### src/rtl/mem_stage.sv
// mem_stage: memory-access stage. Runs loads/stores from the EX/MEM bundle
// against data memory, stalls upstream while an access is outstanding and
// registers the MEM/WB result for write-back.
//
// Handshake: dmem_req rises on the edge after an aligned memory op is seen.
// It stays high, with addr/we/be/wdata held constant, until the cycle in
// which dmem_ack is sampled high. A transfer completes on the edge that ends
// that cycle. dmem_rdata is only sampled in that same cycle. dmem_ack is
// ignored whenever no request is outstanding. With TIMEOUT != 0, a request
// left unacknowledged for TIMEOUT cycles is dropped and bus_err is raised.
module mem_stage #(
  parameter int unsigned TIMEOUT = 255
) (
  input  logic        Clk,
  input  logic        Rst_n,
  input  logic        exm_valid,
  input  logic [31:0] exm_alu_result,
  input  logic [31:0] exm_store_data,
  input  logic [4:0]  exm_rd,
  input  logic        exm_reg_write,
  input  logic        exm_mem_read,
  input  logic        exm_mem_write,
  input  logic [1:0]  exm_size,
  input  logic        exm_unsigned,
  output logic        stall,
  output logic        dmem_req,
  output logic        dmem_we,
  output logic [31:0] dmem_addr,
  output logic [3:0]  dmem_be,
  output logic [31:0] dmem_wdata,
  input  logic [31:0] dmem_rdata,
  input  logic        dmem_ack,
  output logic        mwb_valid,
  output logic [4:0]  mwb_rd,
  output logic        mwb_reg_write,
  output logic [31:0] mwb_wb_data,
  output logic        misalign_err,
  output logic        bus_err,
  output logic        state_dbg
);

  // The wait counter holds 0..TIMEOUT-1; reaching the last value without ack
  // means this is the TIMEOUT-th unacknowledged request cycle.
  localparam int unsigned CW = (TIMEOUT > 1) ? $clog2(TIMEOUT) : 1;
  localparam logic [CW-1:0] CNT_LAST = CW'((TIMEOUT == 0) ? 0 : TIMEOUT - 1);

  typedef enum logic {IDLE = 1'b0, REQ = 1'b1} state_t;

  state_t        state, state_next;
  logic [CW-1:0] cnt;
  logic [4:0]    lat_rd;
  logic [1:0]    lat_size;
  logic [1:0]    lat_off;
  logic          lat_uns;
  logic          lat_reg_write;

  logic          mem_op, misaligned, launch, bad, timeout;
  logic [3:0]    be_new;
  logic [31:0]   wdata_new, shifted, load_data;

  assign mem_op    = exm_valid & (exm_mem_read | exm_mem_write);
  assign state_dbg = (state == REQ);

  // Decode alignment, byte enables and lane-replicated store data of the bundle.
  always_comb begin
    misaligned = 1'b0;
    be_new     = 4'b1111;
    wdata_new  = exm_store_data;
    case (exm_size)
      2'b00: begin
        be_new    = 4'b0001 << exm_alu_result[1:0];
        wdata_new = {4{exm_store_data[7:0]}};
      end
      2'b01: begin
        misaligned = exm_alu_result[0];
        be_new     = 4'b0011 << exm_alu_result[1:0];
        wdata_new  = {2{exm_store_data[15:0]}};
      end
      2'b10:   misaligned = |exm_alu_result[1:0];
      default: misaligned = 1'b1;
    endcase
  end

  // Align returned read data to bit 0 and extend to 32 bits.
  always_comb begin
    shifted = dmem_rdata >> {lat_off, 3'b000};
    case (lat_size)
      2'b00:   load_data = lat_uns ? {24'b0, shifted[7:0]}
                                   : {{24{shifted[7]}}, shifted[7:0]};
      2'b01:   load_data = lat_uns ? {16'b0, shifted[15:0]}
                                   : {{16{shifted[15]}}, shifted[15:0]};
      default: load_data = shifted;
    endcase
  end

  // Next state, stall and per-cycle event decode.
  always_comb begin
    state_next = state;
    launch     = 1'b0;
    bad        = 1'b0;
    timeout    = 1'b0;
    stall      = 1'b0;
    case (state)
      IDLE: begin
        launch = mem_op & ~misaligned;
        bad    = mem_op & misaligned;
        stall  = launch;
        if (launch) state_next = REQ;
      end
      REQ: begin
        timeout = (TIMEOUT != 0) && !dmem_ack && (cnt == CNT_LAST);
        stall   = !dmem_ack && !timeout;
        if (dmem_ack || timeout) state_next = IDLE;
      end
      default: state_next = IDLE;
    endcase
  end

  // State register, memory request registers and MEM/WB result register.
  always_ff @(posedge Clk) begin
    if (!Rst_n) begin
      state         <= IDLE;
      cnt           <= '0;
      dmem_req      <= 1'b0;
      dmem_we       <= 1'b0;
      dmem_addr     <= '0;
      dmem_be       <= '0;
      dmem_wdata    <= '0;
      lat_rd        <= '0;
      lat_size      <= '0;
      lat_off       <= '0;
      lat_uns       <= 1'b0;
      lat_reg_write <= 1'b0;
      mwb_valid     <= 1'b0;
      mwb_rd        <= '0;
      mwb_reg_write <= 1'b0;
      mwb_wb_data   <= '0;
      misalign_err  <= 1'b0;
      bus_err       <= 1'b0;
    end else begin
      state         <= state_next;
      mwb_valid     <= 1'b0;
      mwb_reg_write <= 1'b0;
      misalign_err  <= 1'b0;
      bus_err       <= 1'b0;
      case (state)
        IDLE: begin
          cnt <= '0;
          if (launch) begin
            dmem_req      <= 1'b1;
            dmem_we       <= exm_mem_write;
            dmem_addr     <= {exm_alu_result[31:2], 2'b00};
            dmem_be       <= be_new;
            dmem_wdata    <= wdata_new;
            lat_rd        <= exm_rd;
            lat_size      <= exm_size;
            lat_off       <= exm_alu_result[1:0];
            lat_uns       <= exm_unsigned;
            lat_reg_write <= exm_reg_write;
          end else if (bad) begin
            // Faulting access retires as a no-write bundle flagged with the error.
            mwb_valid    <= 1'b1;
            mwb_rd       <= exm_rd;
            mwb_wb_data  <= exm_alu_result;
            misalign_err <= 1'b1;
          end else if (exm_valid) begin
            mwb_valid     <= 1'b1;
            mwb_rd        <= exm_rd;
            mwb_reg_write <= exm_reg_write;
            mwb_wb_data   <= exm_alu_result;
          end
        end
        REQ: begin
          if (dmem_ack) begin
            dmem_req      <= 1'b0;
            dmem_we       <= 1'b0;
            cnt           <= '0;
            mwb_valid     <= 1'b1;
            mwb_rd        <= lat_rd;
            mwb_reg_write <= !dmem_we && lat_reg_write;
            mwb_wb_data   <= dmem_we ? 32'h0 : load_data;
          end else if (timeout) begin
            dmem_req    <= 1'b0;
            dmem_we     <= 1'b0;
            cnt         <= '0;
            mwb_valid   <= 1'b1;
            mwb_rd      <= lat_rd;
            mwb_wb_data <= 32'h0;
            bus_err     <= 1'b1;
          end else begin
            cnt <= cnt + CW'(1);
          end
        end
        default: cnt <= '0;
      endcase
    end
  end

endmodule

### config.mk
export PLATFORM = sky130hd
export DESIGN_NAME = mem_stage
export DESIGN_NICKNAME = d
export VERILOG_FILES = /design/src/rtl/mem_stage.sv
export SDC_FILE = /design/constraint.sdc
export NUM_CORES = 1
export LEC_CHECK = 0
export CAP_MARGIN = 20
export CELL_PAD_IN_SITES_DETAIL_PLACEMENT = 1
export CELL_PAD_IN_SITES_GLOBAL_PLACEMENT = 1
export CORE_MARGIN = 10
export CORE_UTILIZATION = 32
export DETAILED_ROUTE_END_ITERATION = 10
export PLACE_DENSITY_LB_ADDON = 0.1
export REMOVE_ABC_BUFFERS = 1
export SYNTH_ARGS = -nofsm -noshare
export SYNTH_HDL_FRONTEND = slang
export SYNTH_SLANG_ARGS = --single-unit
export TNS_END_PERCENT = 10
### constraint.sdc
create_clock -name Clk -period 2.2 [get_ports Clk]
set_input_delay 0.44 -clock Clk [delete_from_list [all_inputs] [get_ports Clk]]
set_output_delay 0.44 -clock Clk [all_outputs]
set_load 0.03 [all_outputs]
==> results by group <==
Synth
  • #FFs+latches synth: 129
  • Mapped cell area: 6010 um^2
  • Ys Warns: 0
  • EDFF count, synth: 0
  • Distinct cells, synth: 47
  • Syn Inst Count: slightly above 700
  • Syn Area/Cell: 8.52 um^2
  • Top_reg_cell synth: dfxtp_1
  • Post-synth ARST share: 0%
  • Seq/Total Area, Yosys: about 43%

Worst setup path
  • Reg2reg path depth: 6
  • Worst EP arrival: 1.67 ns
  • CP max FO: 3
  • CP cell instances: clkdlybuf4s50_1, a21oi_2, buf_4, o21ai_4, nand2_2, buf_6
  • Delay-heaviest family, CP: buffers and inverters
  • Critical Path Start Type: input pin
  • Required @ worst endpoint: 1.76 ns
  • Crit end category: output port
  • Reg-to-reg endpoint: mwb_wb_data[11]
  • Cell at the slowest stage of the critical path: clkdlybuf4s50_1
  • Worst path bufs/invs: 3
  • Flop-to-flop setup slack: 0.20 ns
  • Max incr delay on CP: about 0.56 ns
  • Crit Reg-Reg Startpoint: lat_off[0]
  • Kind of critical path: input pin to output port

CTS
  • Inserted Clock Buffers: 17
  • Hold Buf Count CTS: 0
  • Reg clk slew, reported paths: 0.06 ns
  • Clock latency on the worst-skew pair: around 0.43 ns
  • Clock Tree Buf Depth: 2
  • H-tree Lvls: 4
  • TritonCTS clock tree: done
  • # Post-CTS Setup Buffers: 0
  • Clock net sink count: around 130
  • Root Driver: clkbuf_16

Floorplanning
  • Die Height: around 160 um
  • Die Wd: 157 um
  • IO Pins: between 200 and 250
  • Row count: 50
  • Core Footprint: 18600 um^2
  • Initial core utilization: 32.4%
  • Die ar.: between 20000 and 25000 um^2

Finish
  • Layout cells sized above 1: 10.4%
  • Fillers: 2132
  • Commonest non-fill, non-tap cell in the layout: clkdlybuf4s50_1
  • Most frequent cells in the layout: clkdlybuf4s50_1, nand2_1, dfxtp_1, o21ai_0, mux2i_1
  • Antenna diodes: 0
  • P&R area growth vs syn: 54.0%
  • Final net count: 1042
  • Final instance area: 9260 um^2

STA
  • Worst slew pin tran: 0.799 ns
  • Worst rel slew slack: 46.6%
  • Post-layout min period: ~2.1 ns
  • Max Slew Vio Count: 0
  • Fin Setup TNS: 0 ns
  • # setup viols final: 0
  • Clock Skews: 0.0177 ns
  • Final hold violations: 0
  • Final worst path period share: 96.0%
  • F_max: 473 MHz

Detailed routing
  • Antenna Nets Post-Route: 0
  • Met1 WL: a little under 10 mm
  • Via/cell ratio: ~5.2
  • Routed length on met2: 11.6 mm
  • Met3 wire length: ~2.2 mm
  • Drt drc: 0
  • Highest Signal Layer: met4
  • Drt first-iter violations: 266
  • Routed via count: 6155
  • Routed len/inst: 20.4 um
  • Initial DRT Pass Iterations: 5
  • Routed wire length: 24.0 mm

Worst hold path
  • Hold path cells: 1
  • Hold crit path type: register to register
  • Min-Delay Startpoint: cnt[0]
  • Min-Delay Endpoint: cnt[0]

Pwr
  • Total power: a little over 7 mW
  • PwrDens: 767 nW/um^2
  • LEAKAGE: 3.53 nW
  • VDD IR-drop max: between 0.0005 and 0.0006 V

Placement
  • Post-DP HPWL: 17.8 mm
  • GP Congestion: approximately 0.8
  • Port buffer count: 221
  • Cell Area, Placed: around 8600 um^2

Global route
  • Pin count of the biggest net entering global routing: 65
  • First-pass GRT wire length: 36.8 mm
  • GR Util All Layers: between 10% and 20%
  • Vias in the first global route: roughly 6600
  • GRT Residual Overflow: 0
  • Antenna violations before repair: 0

Run
  • Max Cap Violations: 0

Status
  • Outcome: finished clean
[cells in the mapped netlist, types with 8 or more instances]
cell | n | area (um^2)
nor3b_1 | 11 | 82.6
mux2i_1 | 40 | 400
o211a_1 | 24 | 240
a31oi_1 | 9 | 56.3
nand3_1 | 23 | 115
a21boi_1 | 24 | 180
o21ai_0 | 50 | 250
nand2_1 | 166 | 623
o211ai_1 | 8 | 60.1
o22ai_1 | 15 | 93.8
buf_2 | 24 | 120
a32oi_1 | 10 | 87.6
clkbuf_1 | 26 | 97.6
a21boi_0 | 36 | 270
a222oi_1 | 8 | 80.1
nor2_1 | 28 | 105
dfxtp_1 | 129 | 2580
a21oi_1 | 16 | 80.1
buf_4 | 9 | 67.6
[how the worst max path moves through the flow]
stage                       from        endpoint  slack, ns  depth (start not counted)
6_report             exm_size[1]           stall       0.09                          6
5_1_grt                   cnt[0]           stall      -0.02                          7
4_1_cts                   cnt[0]           stall      0.008                          7
3_5_place_dp         exm_size[0]  dmem_wdata[15]      -0.17                          7
3_3_place_gp         exm_size[0]  dmem_wdata[12]      -0.05                          7
2_1_floorplan  exm_alu_result[1]      dmem_be[0]      -0.77                          5
[per-layer routing]
metal  vias up  track usage [%]
met4         0             5.92
met3        26             7.51
met2       212             32.2
met5         -                0
li1       2939                -
met1      2978             21.5
[sequential cells by signal (all words and copies together) (netlist names)]
name and flops:
bus_err 1, cnt 8, dmem_addr 30, dmem_be 4, dmem_req 1, dmem_wdata 32, dmem_we 1, lat_off 2
lat_rd 5, lat_reg_write 1, lat_size 2, lat_uns 1, misalign_err 1, mwb_rd 5, mwb_reg_write 1, mwb_valid 1
mwb_wb_data 32, state_dbg 1
[cells by family after synthesis]
| family | synth area share, % |
|---|---|
| fa+ha+maj | 0.416 |
| mux | 7.97 |
| buf+inv | 4.99 |
| xor+xnor | 0.874 |
| other cells | 0.0624 |
| compound gates | 24.2 |
| flops | 42.9 |
| simple gates | 18.5 |
[area by class of cell]
| class | count | area (um^2) | area share, % |
|---|---|---|---|
| sequential | 129 | 2590 | 27.9 |
| clock buffer | 20 | 467 | 5.04 |
| multi-input combinational | 515 | 3150 | 34.0 |
| clock inverter | 12 | 156 | 1.69 |
| inverter | 4 | 15.0 | 0.162 |
| timing repair buffer | 262 | 2590 | 28.0 |
| tap | 234 | 293 | 3.16 |
[report_power, final]
part | internal [mW] | total (mW) | switching [mW]
Sequential | 2.49 | 2.58 | 0.0934
Combinational | 0.684 | 1.51 | 0.829
Clock | 1.87 | 3.00 | 1.13
Total | 5.05 | 7.10 | 2.05
[metrics by stage]
step	setup WS, ns	std cells	utilization [%]	hold WS [ns]
6_report	0.0873	1176	49.8	0.440
3_5_place_dp	-0.169	1144	46.4	0.446
4_1_cts	0.00783	1176	49.8	0.455
5_1_grt	-0.0182	1176	49.8	0.461
2_1_floorplan	-0.769	648	-	0.430
3_3_place_gp	-0.0475	1144	46.4	0.441
[repair_timing]
item,in CTS,in global routing
endpoints found under the setup margin,2,1
gates resized for setup,6,4
hold endpoints to repair,0,0
pin swaps,0,0
Power figures use the tool's default switching activity.
